### src/rtl/rom_pkg.sv
// Shared types and sizes for the ROM stream reader.
package rom_pkg;

  localparam int unsigned ROM_AW = 3;
  localparam int unsigned ROM_DW = 8;

  typedef enum logic [1:0] {
    IDLE  = 2'd0,
    RUN   = 2'd1,
    DRAIN = 2'd2
  } rom_rd_state_t;

endpackage

### src/rtl/rom_out_stage.sv
// Single-entry valid/ready holding register for captured ROM words.
module rom_out_stage
  import rom_pkg::*;
#(
  parameter int unsigned DW = ROM_DW
) (
  input  logic          clk,
  input  logic          rst_n,
  input  logic          load,
  input  logic [DW-1:0] data_in,
  input  logic          flush,
  input  logic          out_ready,
  output logic [DW-1:0] out_data,
  output logic          out_valid
);

  logic [DW-1:0] data_q, data_d;
  logic          valid_q, valid_d;

  // Flush beats load; a load may replace a word that is leaving this cycle.
  always_comb begin
    data_d  = data_q;
    valid_d = valid_q;
    if (flush) begin
      valid_d = 1'b0;
    end else if (load) begin
      data_d  = data_in;
      valid_d = 1'b1;
    end else if (valid_q && out_ready) begin
      valid_d = 1'b0;
    end
  end

  always_ff @(posedge clk or negedge rst_n) begin
    if (!rst_n) begin
      data_q  <= '0;
      valid_q <= 1'b0;
    end else begin
      data_q  <= data_d;
      valid_q <= valid_d;
    end
  end

  assign out_data  = data_q;
  assign out_valid = valid_q;

endmodule

### src/rtl/rom_stream_reader.sv
// Walks a run of consecutive ROM addresses and streams each word out
// on a valid/ready handshake, pulsing done after the last acceptance.
module rom_stream_reader
  import rom_pkg::*;
#(
  parameter int unsigned AW = ROM_AW,
  parameter int unsigned DW = ROM_DW
) (
  input  logic          clk,
  input  logic          rst_n,
  input  logic          start,
  input  logic [AW-1:0] start_addr,
  input  logic [AW:0]   count,
  input  logic          abort,
  output logic [AW-1:0] rom_addr,
  input  logic [DW-1:0] rom_data,
  output logic [DW-1:0] out_data,
  output logic          out_valid,
  input  logic          out_ready,
  output logic          busy,
  output logic          done
);

  localparam int unsigned CW = AW + 1;

  rom_rd_state_t state_q, state_d;
  logic [AW-1:0] addr_q, addr_d;
  logic [CW-1:0] rem_q, rem_d;
  logic          busy_q, busy_d;
  logic          done_q, done_d;
  logic          flush_c;
  logic          load_c;
  logic          accept_c;
  logic          stg_valid;

  assign accept_c = stg_valid && out_ready;
  // Capture whenever the holding register is free or emptying this cycle.
  assign load_c   = (state_q == RUN) && !abort && (!stg_valid || out_ready)
                    && (rem_q != '0);

  always_ff @(posedge clk or negedge rst_n) begin
    if (!rst_n) begin
      state_q <= IDLE;
    end else begin
      state_q <= state_d;
    end
  end

  always_comb begin
    state_d = state_q;
    case (state_q)
      IDLE: begin
        if (start && !abort && (count != '0)) state_d = RUN;
      end
      RUN: begin
        if (abort)                                state_d = IDLE;
        else if (load_c && (rem_q == CW'(1)))     state_d = DRAIN;
      end
      DRAIN: begin
        if (abort || accept_c) state_d = IDLE;
      end
      default: state_d = IDLE;
    endcase
  end

  always_comb begin
    addr_d  = addr_q;
    rem_d   = rem_q;
    busy_d  = busy_q;
    done_d  = 1'b0;
    flush_c = 1'b0;
    case (state_q)
      IDLE: begin
        if (start && !abort) begin
          addr_d = start_addr;
          rem_d  = count;
          busy_d = (count != '0);
          done_d = (count == '0);
        end
      end
      RUN: begin
        if (abort) begin
          flush_c = 1'b1;
          busy_d  = 1'b0;
          rem_d   = '0;
        end else if (load_c) begin
          addr_d = addr_q + AW'(1);
          rem_d  = rem_q - CW'(1);
        end
      end
      DRAIN: begin
        if (abort) begin
          flush_c = 1'b1;
          busy_d  = 1'b0;
        end else if (accept_c) begin
          busy_d = 1'b0;
          done_d = 1'b1;
        end
      end
      default: begin
        flush_c = 1'b1;
        busy_d  = 1'b0;
      end
    endcase
  end

  always_ff @(posedge clk or negedge rst_n) begin
    if (!rst_n) begin
      addr_q <= '0;
      rem_q  <= '0;
      busy_q <= 1'b0;
      done_q <= 1'b0;
    end else begin
      addr_q <= addr_d;
      rem_q  <= rem_d;
      busy_q <= busy_d;
      done_q <= done_d;
    end
  end

  rom_out_stage #(
    .DW(DW)
  ) u_out_stage (
    .clk      (clk),
    .rst_n    (rst_n),
    .load     (load_c),
    .data_in  (rom_data),
    .flush    (flush_c),
    .out_ready(out_ready),
    .out_data (out_data),
    .out_valid(stg_valid)
  );

  assign out_valid = stg_valid;
  assign rom_addr  = addr_q;
  assign busy      = busy_q;
  assign done      = done_q;

endmodule

### config.mk
export PLATFORM = sky130hd
export DESIGN_NAME = rom_stream_reader
export DESIGN_NICKNAME = d
export VERILOG_FILES = /design/src/rtl/rom_pkg.sv /design/src/rtl/rom_out_stage.sv /design/src/rtl/rom_stream_reader.sv
export SDC_FILE = /design/constraint.sdc
export NUM_CORES = 1
export LEC_CHECK = 0
export BUFFER_PORTS_ARGS = -buffer_cell sky130_fd_sc_hd__buf_2
export CORE_MARGIN = 2
export CORE_UTILIZATION = 46
export CTS_BUF_LIST = sky130_fd_sc_hd__clkbuf_16
export DETAILED_ROUTE_END_ITERATION = 10
export GPL_ROUTABILITY_DRIVEN = 0
export GPL_TIMING_DRIVEN = 0
export PLACE_DENSITY = 0.74
export SYNTH_ARGS = -nofsm -noshare
export SYNTH_HDL_FRONTEND = slang
export SYNTH_SLANG_ARGS = --single-unit
### constraint.sdc
create_clock -name clk -period 1.8 [get_ports clk]
set_input_delay 0.27 -clock clk [delete_from_list [all_inputs] [get_ports clk]]
set_output_delay 0.27 -clock clk [all_outputs]
set_load 0.05 [all_outputs]
==> results.ini, run 1 <==
[placement]
io_buffers=33
post_dp_cell_area_um2=1446
dp_worst_setup_slack_ps=-64.05
hpwl_mm=1.983

[sta]
slew_violations=0
rsz0062_at_grt=true
fin_setup_tns_ps=0
worstMarginPinSlew_ps=725.5
fin_crit_ps=1765
hold_viol=0
fin_ws_ps=34.62
setup_violations=0
slew-limit-headroom_pct=51.19
period_share_pct=98.08
clock_skew_ps=5.966
fmax_mhz=566.4

[pwr]
switching_share_pct=46.26
clockPowerShare_pct=13.8
p_sw_mw=1.555
combPwrFrac_pct=61.6
seqPwrFrac_pct=24.6
p_int_mw=1.807
power_leakage_nw=0.7760
peakVddDrop_mv=1.357
p_per_area_nw_per_um2=2032

[cts]
clockBufferDepth=2
cts-root-buf=clkbuf_16
clk_latency_ps=260
cts_tree=done
h-tree-depth=1
clkSlewWorstSetupHoldPaths_ps=60
numCtsBuffers=3
cts_sinks=20

[worst_setup_path]
rrSetupSlack_ps=30
crit_slowest_cell=dfrtp_1
r2r-end=u_out_stage.out_data[4]
r2r-start=state_q[1]
crit_path_end_kind=flop
crit_path_cell_trace=inv_2 > ha_4 > buf_6 > and2b_4 > o211ai_4 > buf_12 > nor2_8 > mux2_4
cp_top_family=simple AND/OR/NAND/NOR gates
cp_max_fo=8
required_ps=1940
cp.arrival_ps=1910
slowest_delay_ps=380
reg2reg_depth=8
path_class=flop to flop
crit_path_start_kind=flop
cp.buffers_inverters=3

[finish]
layout-area-overhead-vs-synth_pct=33.00
layout.nets=180
mostFrequentLayoutCell=buf_2
postLayoutCellArea_um2=1654
final_cell_mix=buf_2 (33), dfrtp_1 (20), mux2_4 (9), buf_4 (8)
antennaDiodeCount=0
layout-drive-gt1-share_pct=47.37

[synth]
yosys_warnings=0
synth_area_leaders=dfrtp_1 (40%), mux2_4 (11%), ha_1 (7.0%), nand3_1 (2.8%), nor4b_2 (2.4%)
yosysSeqAreaShare_pct=40.24
synth-seq-cells=20
synth.cell_area_um2=1244
synth_top_area_share_pct=40.24
postSynthCellCount=105
syn_avg_cell_area_um2=11.84
synth_top_cell_by_area=dfrtp_1
syn-num-nets=132
synth_cell_types=44

[floorplan]
die_x_um=56.00
core_area_um2=2522
die_area_um2=3135
ios=34
fp.dieH_um=56.00
fp-row-count=18
initial_core_util_pct=49.31

[worst_hold_path]
hold_class=primary input to flop
min_to=done
holdPathStages=2
worstHoldStart=abort

[outcome]
status=complete, no violations

[detailed_routing]
via_per_inst=5.654
vias=1029
drc=0
drt_iter0_drc=25
wl_mm=2.934
ant_nets=0
drt-pass1-iter-count=4
wl_per_cell_um=16.12

[global_route]
grt_pass1_wl_mm=4.636
gr-usage-all-layers_pct=18.95
grt_start_max_net_pins=21
first_global_vias=979
grt_antenna_before_repair=0
overflow=0

[job]
drv_cap=0

==> cell usage after synthesis <==
| cell type | n |
|---|---|
| and2b_4 | 1 |
| a211oi_1 | 1 |
| mux2i_1 | 1 |
| nor2_8 | 1 |
| a311o_1 | 1 |
| or3_1 | 2 |
| buf_6 | 1 |
| mux2_1 | 1 |
| o211ai_1 | 1 |
| o211ai_4 | 1 |
| buf_2 | 1 |
| nand2b_2 | 1 |
| o22ai_1 | 1 |
| nand2b_4 | 1 |
| nor3_1 | 1 |
| a31oi_2 | 1 |
| o32a_1 | 1 |
| a22o_1 | 1 |
| ha_1 | 7 |
| mux2_4 | 9 |
| nor4_1 | 1 |
| nor2b_2 | 1 |
| or4_1 | 1 |
| o211ai_2 | 1 |
| inv_1 | 6 |
| nand3b_1 | 1 |
| nand2_1 | 7 |
| a31oi_1 | 2 |
| a41oi_1 | 1 |
| and3_1 | 1 |
| nor2b_1 | 3 |
| o21ai_1 | 1 |
| a32oi_4 | 1 |
| nor2_1 | 1 |
| o211a_1 | 1 |
| a22oi_1 | 2 |
| a21oi_1 | 4 |
| nor3b_2 | 1 |
| nand2b_1 | 2 |
| dfrtp_1 | 20 |
| buf_4 | 1 |
| nand4_1 | 2 |
| nand3_1 | 7 |
| nor4b_2 | 2 |
==> area by class of cell <==
class                   instances  area, um^2
plain buffers                   3       33.78
clock buffers                   3       75.07
clock inverters                 1       3.754
fillers                       193       868.3
inverters                       6       22.52
multi-input cells              76       725.7
flip-flops and latches         20       500.5
well taps                      30       37.54
repair buffers                 43       255.2
==> how the worst max path moves through the flow <==
stage / startpoint / to / slack [ps] / depth (start not counted)
finish: state_q[1] / u_out_stage.out_data[4] / 30 / 8
floorplan: state_q[1] / u_out_stage.out_data[0] / 120 / 7
global placement: state_q[1] / u_out_stage.out_data[4] / -20 / 7
detailed placement: state_q[1] / u_out_stage.out_data[4] / -60 / 7
CTS: state_q[0] / rem_q[1] / 20 / 8
global route: state_q[1] / u_out_stage.out_data[4] / -30 / 8
==> registers in the layout (all words and copies together) (netlist names) <==
register / flops
u_out_stage.out_data: 8
rem_q: 4
rom_addr: 3
state_q: 2
busy: 1
done: 1
u_out_stage.out_valid: 1
==> power groups by stage <==
stage               combinational (mW)  clock [mW]  sequential, mW
finish                            2.07       0.464           0.826
global route                      2.20       0.494           0.862
CTS                               1.88       0.468           0.825
detailed placement                1.83           0           0.828
global placement                  1.79           0           0.810
floorplan                        0.962           0            1.32
==> per-layer routing <==
metal | up-vias | global-route usage [%] | part of all wire, %
met4 | 0 | 10.20 | 1.6
met5 | - | 0 | 0
li1 | 482 | - | -
met3 | 5 | 3.488 | 4.3
met2 | 28 | 30.42 | 51
met1 | 514 | 24.04 | 43
==> repair_timing <==
item,in CTS,in global routing
pin swaps,1,2
hold endpoints to repair,20,0
resized for setup,0,10
hold buffers,1,0
setup endpoints to repair,8,14
setup buffers,4,5
==> cell families after synthesis <==
family,synth area share [%]
multiplexers,12.58
flip-flops,40.24
adder cells (fa/ha/maj),7.042
AND/OR/NAND/NOR,20.72
buffers and inverters,3.722
AO/OA/AOI/OAI,15.69
==> stage by stage <==
step	cells	power, mW	hold slack (ps)	utilization, %
CTS	177	3.169	228.9	62.05
global placement	168	2.598	246.8	57.34
floorplan	105	2.278	-25.59	-
detailed placement	168	2.662	247.5	57.34
finish	182	3.362	235.0	65.58
global route	182	3.553	240.7	65.58
==> worst reg2reg max path, delay by kind of cell (launching register included) <==
kind	cells	cell delay, ps
AO/OA/AOI/OAI	1	90
buffers and inverters	3	330
adder cells (fa/ha/maj)	1	120
multiplexers	1	330
AND/OR/NAND/NOR	2	400
flip-flops	1	380
(Power assumes the default switching activity.)
==> run 2: changes to the inputs <==
--- a/config.mk
+++ b/config.mk
@@ -5,14 +5,15 @@
 export SDC_FILE = /design/constraint.sdc
 export NUM_CORES = 1
 export LEC_CHECK = 0
+export ABC_AREA = 1
 export BUFFER_PORTS_ARGS = -buffer_cell sky130_fd_sc_hd__buf_2
 export CORE_MARGIN = 2
-export CORE_UTILIZATION = 46
+export CORE_UTILIZATION = 45
 export CTS_BUF_LIST = sky130_fd_sc_hd__clkbuf_16
 export DETAILED_ROUTE_END_ITERATION = 10
 export GPL_ROUTABILITY_DRIVEN = 0
 export GPL_TIMING_DRIVEN = 0
-export PLACE_DENSITY = 0.74
+export PLACE_DENSITY = 0.76
 export SYNTH_ARGS = -nofsm -noshare
 export SYNTH_HDL_FRONTEND = slang
 export SYNTH_SLANG_ARGS = --single-unit
==> run 2 against run 1 <==
Net effect:
- utilization fell by 3.1 points
- wire length decreased by 19%
- largest cell class unchanged
- via count increased by 4.6%
- clock power increased by 31%
- die area fell by 8.5%
- sequential share of layout area is 4.9 points higher
- largest power group unchanged
- critical path depth rose by 1
- flip-flop and latch count stayed put
- register-to-register slack gained 160 ps
==> results.ini, run 2 <==
[placement]
io_buffers=33
hpwl_mm=1.832
dpl.cell_count=212
dp_worst_setup_slack_ps=155.6

[detailed_routing]
drc=0
drt-pass1-iter-count=4
wl_mm=2.382
vias=1076
ant_nets=0
drt_iter0_drc=23
wl_per_cell_um=10.98
via_per_inst=4.959

[sta]
slew_violations=0
fin_crit_ps=1606
hold_viol=0
slew-limit-headroom_pct=70.12
worstMarginPinSlew_ps=443.6
period_share_pct=89.25
fin_setup_tns_ps=0
setup_violations=0
rsz0062_at_grt=false
clock_skew_ps=2.713
fmax_mhz=622.5
fin_ws_ps=193.6

[finish]
mostFrequentLayoutCell=nand2_1
layoutNonFillerInstCount=217
largest_reg_flops=8
antennaDiodeCount=0
layout.nets=217
layout-drive-gt1-share_pct=23.28
layout-area-overhead-vs-synth_pct=28.77
final_cell_mix=nand2_1 (78), buf_2 (33), dfrtp_1 (20), inv_1 (12), nand3_1 (10)

[synth]
synth_area_leaders=dfrtp_1 (45%), nand2_1 (27%), ha_1 (7.9%), nand3_1 (4.5%), inv_1 (4.1%)
synthTopCellsByCount=nand2_1 (78), dfrtp_1 (20), inv_1 (12)
synth_edf_count=0
synth-seq-cells=20
synth_most_common_cell=nand2_1
postSynthCellCount=151
synth_top_area_share_pct=45.30
syn_avg_cell_area_um2=7.317
yosysSeqAreaShare_pct=45.30
synth_cell_types=15
yosys_warnings=0
synth.cell_area_um2=1105
synth_top_cell_by_area=dfrtp_1
synthFlopType=dfrtp_1
syn-num-nets=178
async_flop_share_pct=100.0

[worst_setup_path]
r2r-start=state_q[1]
cp_max_fo=9
rrSetupSlack_ps=190
r2r-end=u_out_stage.out_data[7]
crit_path_end_kind=flop
reg2reg_depth=9
crit_path_start_kind=flop
cp.arrival_ps=1750
path_class=flop to flop
required_ps=1950

[floorplan]
core_area_um2=2276
initial_core_util_pct=48.54
fp-row-count=17
die_x_um=53.55
fp.dieH_um=53.55
ios=34
die_area_um2=2868

[cts]
h-tree-depth=1
cts_sinks=20
clkSlewWorstSetupHoldPaths_ps=60
clk_latency_ps=250
cts-root-buf=clkbuf_16
cts_tree=done
clockBufferDepth=2
numCtsBuffers=3

[global_route]
overflow=0
grt_util_met1_pct=24.91
grt_pass1_wl_mm=3.919
grt_start_max_net_pins=21
first_global_vias=968
gr-usage-all-layers_pct=19.11
grt.busiest_layer=met2
met3_usage_pct=3.333
grt_antenna_before_repair=0
met2_usage_pct=30.66

[worst_hold_path]
hold_class=primary input to flop
min_to=u_out_stage.out_data[2]
holdPathStages=3
worstHoldStart=rom_data[2]

[job]
drv_cap=0

[pwr]
p_per_area_nw_per_um2=2160
power_leakage_nw=0.8262
peakVddDrop_mv=1.181
finalPower_mw=3.072

[outcome]
status=complete, no violations

==> run 2: changes by cell type after synthesis, sizes merged, moves of 4 or more <==
cell	before	now
inv	6	13
nor2	2	7
nand2	7	80
o21ai	1	8
mux2	10	0
nand2b	4	0
nor2b	4	0
==> run 2: per-layer routing <==
layer	wire (um)	up-vias
met5	0	-
li1	-	551
met3	104	4
met2	1111	30
met1	1133	491
met4	34	0
==> run 2: worst max path at each step <==
stage	from	endpoint	depth (start not counted)
3_5_place_dp	state_q[1]	u_out_stage.out_data[7]	9
5_1_grt	state_q[1]	u_out_stage.out_data[5]	9
6_report	state_q[1]	u_out_stage.out_data[7]	9
3_3_place_gp	state_q[1]	u_out_stage.out_data[5]	9
4_1_cts	state_q[1]	u_out_stage.out_data[7]	9
2_1_floorplan	rom_addr[0]	rom_addr[2]	6
==> run 2: cells by family (layout without fill, tap and decap cells) <==
logic type                 Yosys count  count (layout)  synth area share [%]
AOI/OAI and AO/OA                   13              13                 6.569
adders and majority gates            7               7                 7.927
buffers and inverters               13              51                 4.416
DFF                                 20              20                 45.30
and+or+nand+nor                     98              98                 35.79
==> run 2: final cells by class <==
class / instances / area, um^2
well taps: 28 / 35.03
clock buffers: 3 / 75.07
flip-flops and latches: 20 / 500.5
multi-input cells: 118 / 558.0
repair buffers: 34 / 175.2
fillers: 191 / 853.3
clock inverters: 1 / 30.03
inverters: 13 / 48.80
==> run 2: critical path, stage by stage (launching register included) <==
cell and delay [ps]:
dfrtp_1 390, inv_1 90, ha_2 250, nand2_2 110, a21oi_2 130, nand2_2 100, nor2_4 200, inv_2 110
nand2_1 80, nand2_1 40
==> run 2: what timing repair did <==
| item | CTS | global route |
|---|---|---|
| hold buffers | 1 | 0 |
| buffers inserted | 0 | 0 |
| hold endpoints to repair | 20 | 0 |
| endpoints found under the setup margin | 0 | 8 |
| resized for setup | 0 | 1 |
==> run 2: through the flow <==
step	hold WS, ps	util, %	area, um^2
after floorplan	-25.59	-	1105
after global placement	242.3	57.34	1305
after detailed placement	240.6	57.34	1305
after CTS	213.9	62.40	1420
after global routing	220.4	62.51	1423
final	213.6	62.51	1423
==> run 2: power breakdown <==
part / leakage, nW / internal, mW / total [mW] / switching, mW
logic: 0.521 / 0.455 / 1.66 / 1.21
registers: 0.254 / 0.659 / 0.801 / 0.142
clock network: 0.0511 / 0.441 / 0.607 / 0.166
==> run 3: changes to the inputs <==
--- a/config.mk
+++ b/config.mk
@@ -8,12 +8,13 @@
 export ABC_AREA = 1
 export BUFFER_PORTS_ARGS = -buffer_cell sky130_fd_sc_hd__buf_2
 export CORE_MARGIN = 2
-export CORE_UTILIZATION = 45
+export CORE_UTILIZATION = 50
 export CTS_BUF_LIST = sky130_fd_sc_hd__clkbuf_16
+export CTS_CLUSTER_SIZE = 28
 export DETAILED_ROUTE_END_ITERATION = 10
 export GPL_ROUTABILITY_DRIVEN = 0
 export GPL_TIMING_DRIVEN = 0
-export PLACE_DENSITY = 0.76
+export PLACE_DENSITY = 0.74
 export SYNTH_ARGS = -nofsm -noshare
 export SYNTH_HDL_FRONTEND = slang
 export SYNTH_SLANG_ARGS = --single-unit
==> constraint.sdc (replaced) <==
create_clock -name clk -period 1.7 [get_ports clk]
set_input_delay 0.255 -clock clk [delete_from_list [all_inputs] [get_ports clk]]
set_output_delay 0.255 -clock clk [all_outputs]
set_load 0.05 [all_outputs]
==> run 3 against run 2 <==
Net effect:
- count of clock-buffer cells in the layout unchanged
- wire length grew 2.2%
- fmax increased by 0.68%
- clock skew fell by 1.5 ps
- first-iteration DRC count down 4.3%
- sequential power increased by 7.1%
- global-route usage increased by 2.1 points
- combinational power rose by 9%
- hold slack worse by 11 ps
- critical path type unchanged
==> results.ini, run 3 (synthesis gave the netlist of run 2 again) <==
[finish]
antennaDiodeCount=0
final_util_pct=65.81
final_cell_mix=nand2_1 (77), buf_2 (33), dfrtp_1 (20), inv_1 (12), nand3_1 (10)
mostFrequentLayoutCell=nand2_1
layoutNonFillerInstCount=219
fill_cells=193
layout.nets=219
layout-drive-gt1-share_pct=24.08
layout-area-overhead-vs-synth_pct=27.97
postLayoutCellArea_um2=1414
largest_reg_flops=8

[pwr]
peakVddDrop_mv=1.136
power_leakage_nw=0.8238
switching_share_pct=51.68
p_per_area_nw_per_um2=2225
p_int_mw=1.520
combPwrFrac_pct=57.6
seqPwrFrac_pct=27.3
clockPowerShare_pct=15.1
p_sw_mw=1.626

[sta]
timing.hold.ws_ps=203.1
slew_violations=0
clock_skew_ps=1.248
hold_viol=0
fin_ws_ps=104.4
fin_crit_ps=1596
slew-limit-headroom_pct=69.64
worstMarginPinSlew_ps=455.4
rsz0062_at_grt=true
setup_violations=0
period_share_pct=93.86
fmax_mhz=626.7

[detailed_routing]
wl_mm=2.435
wl_per_cell_um=11.12
drc=0
via_per_inst=4.909
drt-pass1-iter-count=6
ant_nets=0
drt_iter0_drc=22
vias=1075

[floorplan]
initial_core_util_pct=51.43
fp-row-count=17
core_area_um2=2148
die_area_um2=2602
die_x_um=51.01
fp.dieH_um=51.01
ios=34

[worst_setup_path]
crit_slowest_cell=dfrtp_1
crit_path_start=state_q[1]
crit_path_start_kind=flop
cp.buffers_inverters=2
cp.depth=9
cp_top_family=simple AND/OR/NAND/NOR gates
crit_path_cell_trace=inv_1 > ha_2 > nand2_2 > a21oi_2 > nand2_2 > nor2_4 > inv_2 > nand2_1 > nand2_1
crit_path_end_kind=flop
rrSetupSlack_ps=100
required_ps=1840
slowest_delay_ps=400
r2r-start=state_q[1]
r2r-end=u_out_stage.out_data[6]
reg2reg_depth=9
path_class=flop to flop
cp_max_fo=8
crit_end=u_out_stage.out_data[6]
cp.arrival_ps=1730

[placement]
io_buffers=33
dp_worst_setup_slack_ps=3.213
dpl.cell_count=212
post_dp_cell_area_um2=1305
hpwl_mm=1.876

[global_route]
overflow=0
grt_antenna_before_repair=0
grt_pass1_wl_mm=4.050
grt_start_max_net_pins=21
first_global_vias=959
gr-usage-all-layers_pct=21.16

[cts]
cts_sinks=20
cts-root-buf=clkbuf_16
h-tree-depth=1
numCtsBuffers=3
clkSlewWorstSetupHoldPaths_ps=50
clockBufferDepth=2
cts_tree=done
clk_latency_ps=250

[job]
drv_cap=0

[outcome]
status=complete, no violations

[worst_hold_path]
hold_class=primary input to flop
worstHoldStart=rom_data[1]

==> run 3: tightest hold or removal path, stage by stage <==
cell and delay (ps):
buf_2 70, nand2_1 40, nand2_1 50
==> run 3: timing repair <==
item	in CTS	in global routing
setup endpoints to repair	1	8
gates cloned	0	0
hold buffers	1	0
resized for setup	1	2
pin swaps	0	1
hold endpoints to repair	20	0
buffers inserted	0	2
==> run 3: power by group through the flow <==
| stage | Sequential, mW | Clock (mW) | Combinational (mW) |
|---|---|---|---|
| after floorplan | 1.33 | 0 | 0.874 |
| after global placement | 0.844 | 0 | 1.71 |
| after detailed placement | 0.859 | 0 | 1.77 |
| after CTS | 0.855 | 0.489 | 1.78 |
| after global routing | 0.884 | 0.510 | 2.04 |
| final | 0.858 | 0.476 | 1.81 |
==> run 3: metrics by stage <==
| stage | power, mW | TNS (ps) |
|---|---|---|
| final | 3.146 | 0 |
| after global routing | 3.432 | -72.60 |
| after CTS | 3.123 | 0 |
| after detailed placement | 2.628 | 0 |
| after global placement | 2.555 | 0 |
| after floorplan | 2.206 | 0 |
==> run 3: routing by layer <==
layer / vias up / GRT usage (%) / share of wire, %
met4: 0 / 10.36 / 1.4
met5: - / 0 / 0
met2: 31 / 34.63 / 48
met3: 4 / 3.509 / 4.4
li1: 556 / - / -
met1: 484 / 27.03 / 46
==> run 3: how the worst min path moves through the flow <==
stage,end,slack [ps],cells past startpoint
final,u_out_stage.out_data[1],200,3
after global placement,rem_q[2],230,1
after floorplan,busy,-40,0
after CTS,u_out_stage.out_data[1],200,3
after global routing,u_out_stage.out_data[5],210,3
after detailed placement,rem_q[2],220,1
==> run 3: cell type report <==
class,count,area [um^2],area share [%]
Clock inverter,1,3.754,0.2655
Clock buffer,3,75.07,5.310
Multi-Input combinational cell,118,560.5,39.65
Sequential cell,20,500.5,35.40
Timing Repair Buffer,36,190.2,13.45
Inverter,13,48.80,3.451
Tap cell,28,35.03,2.478
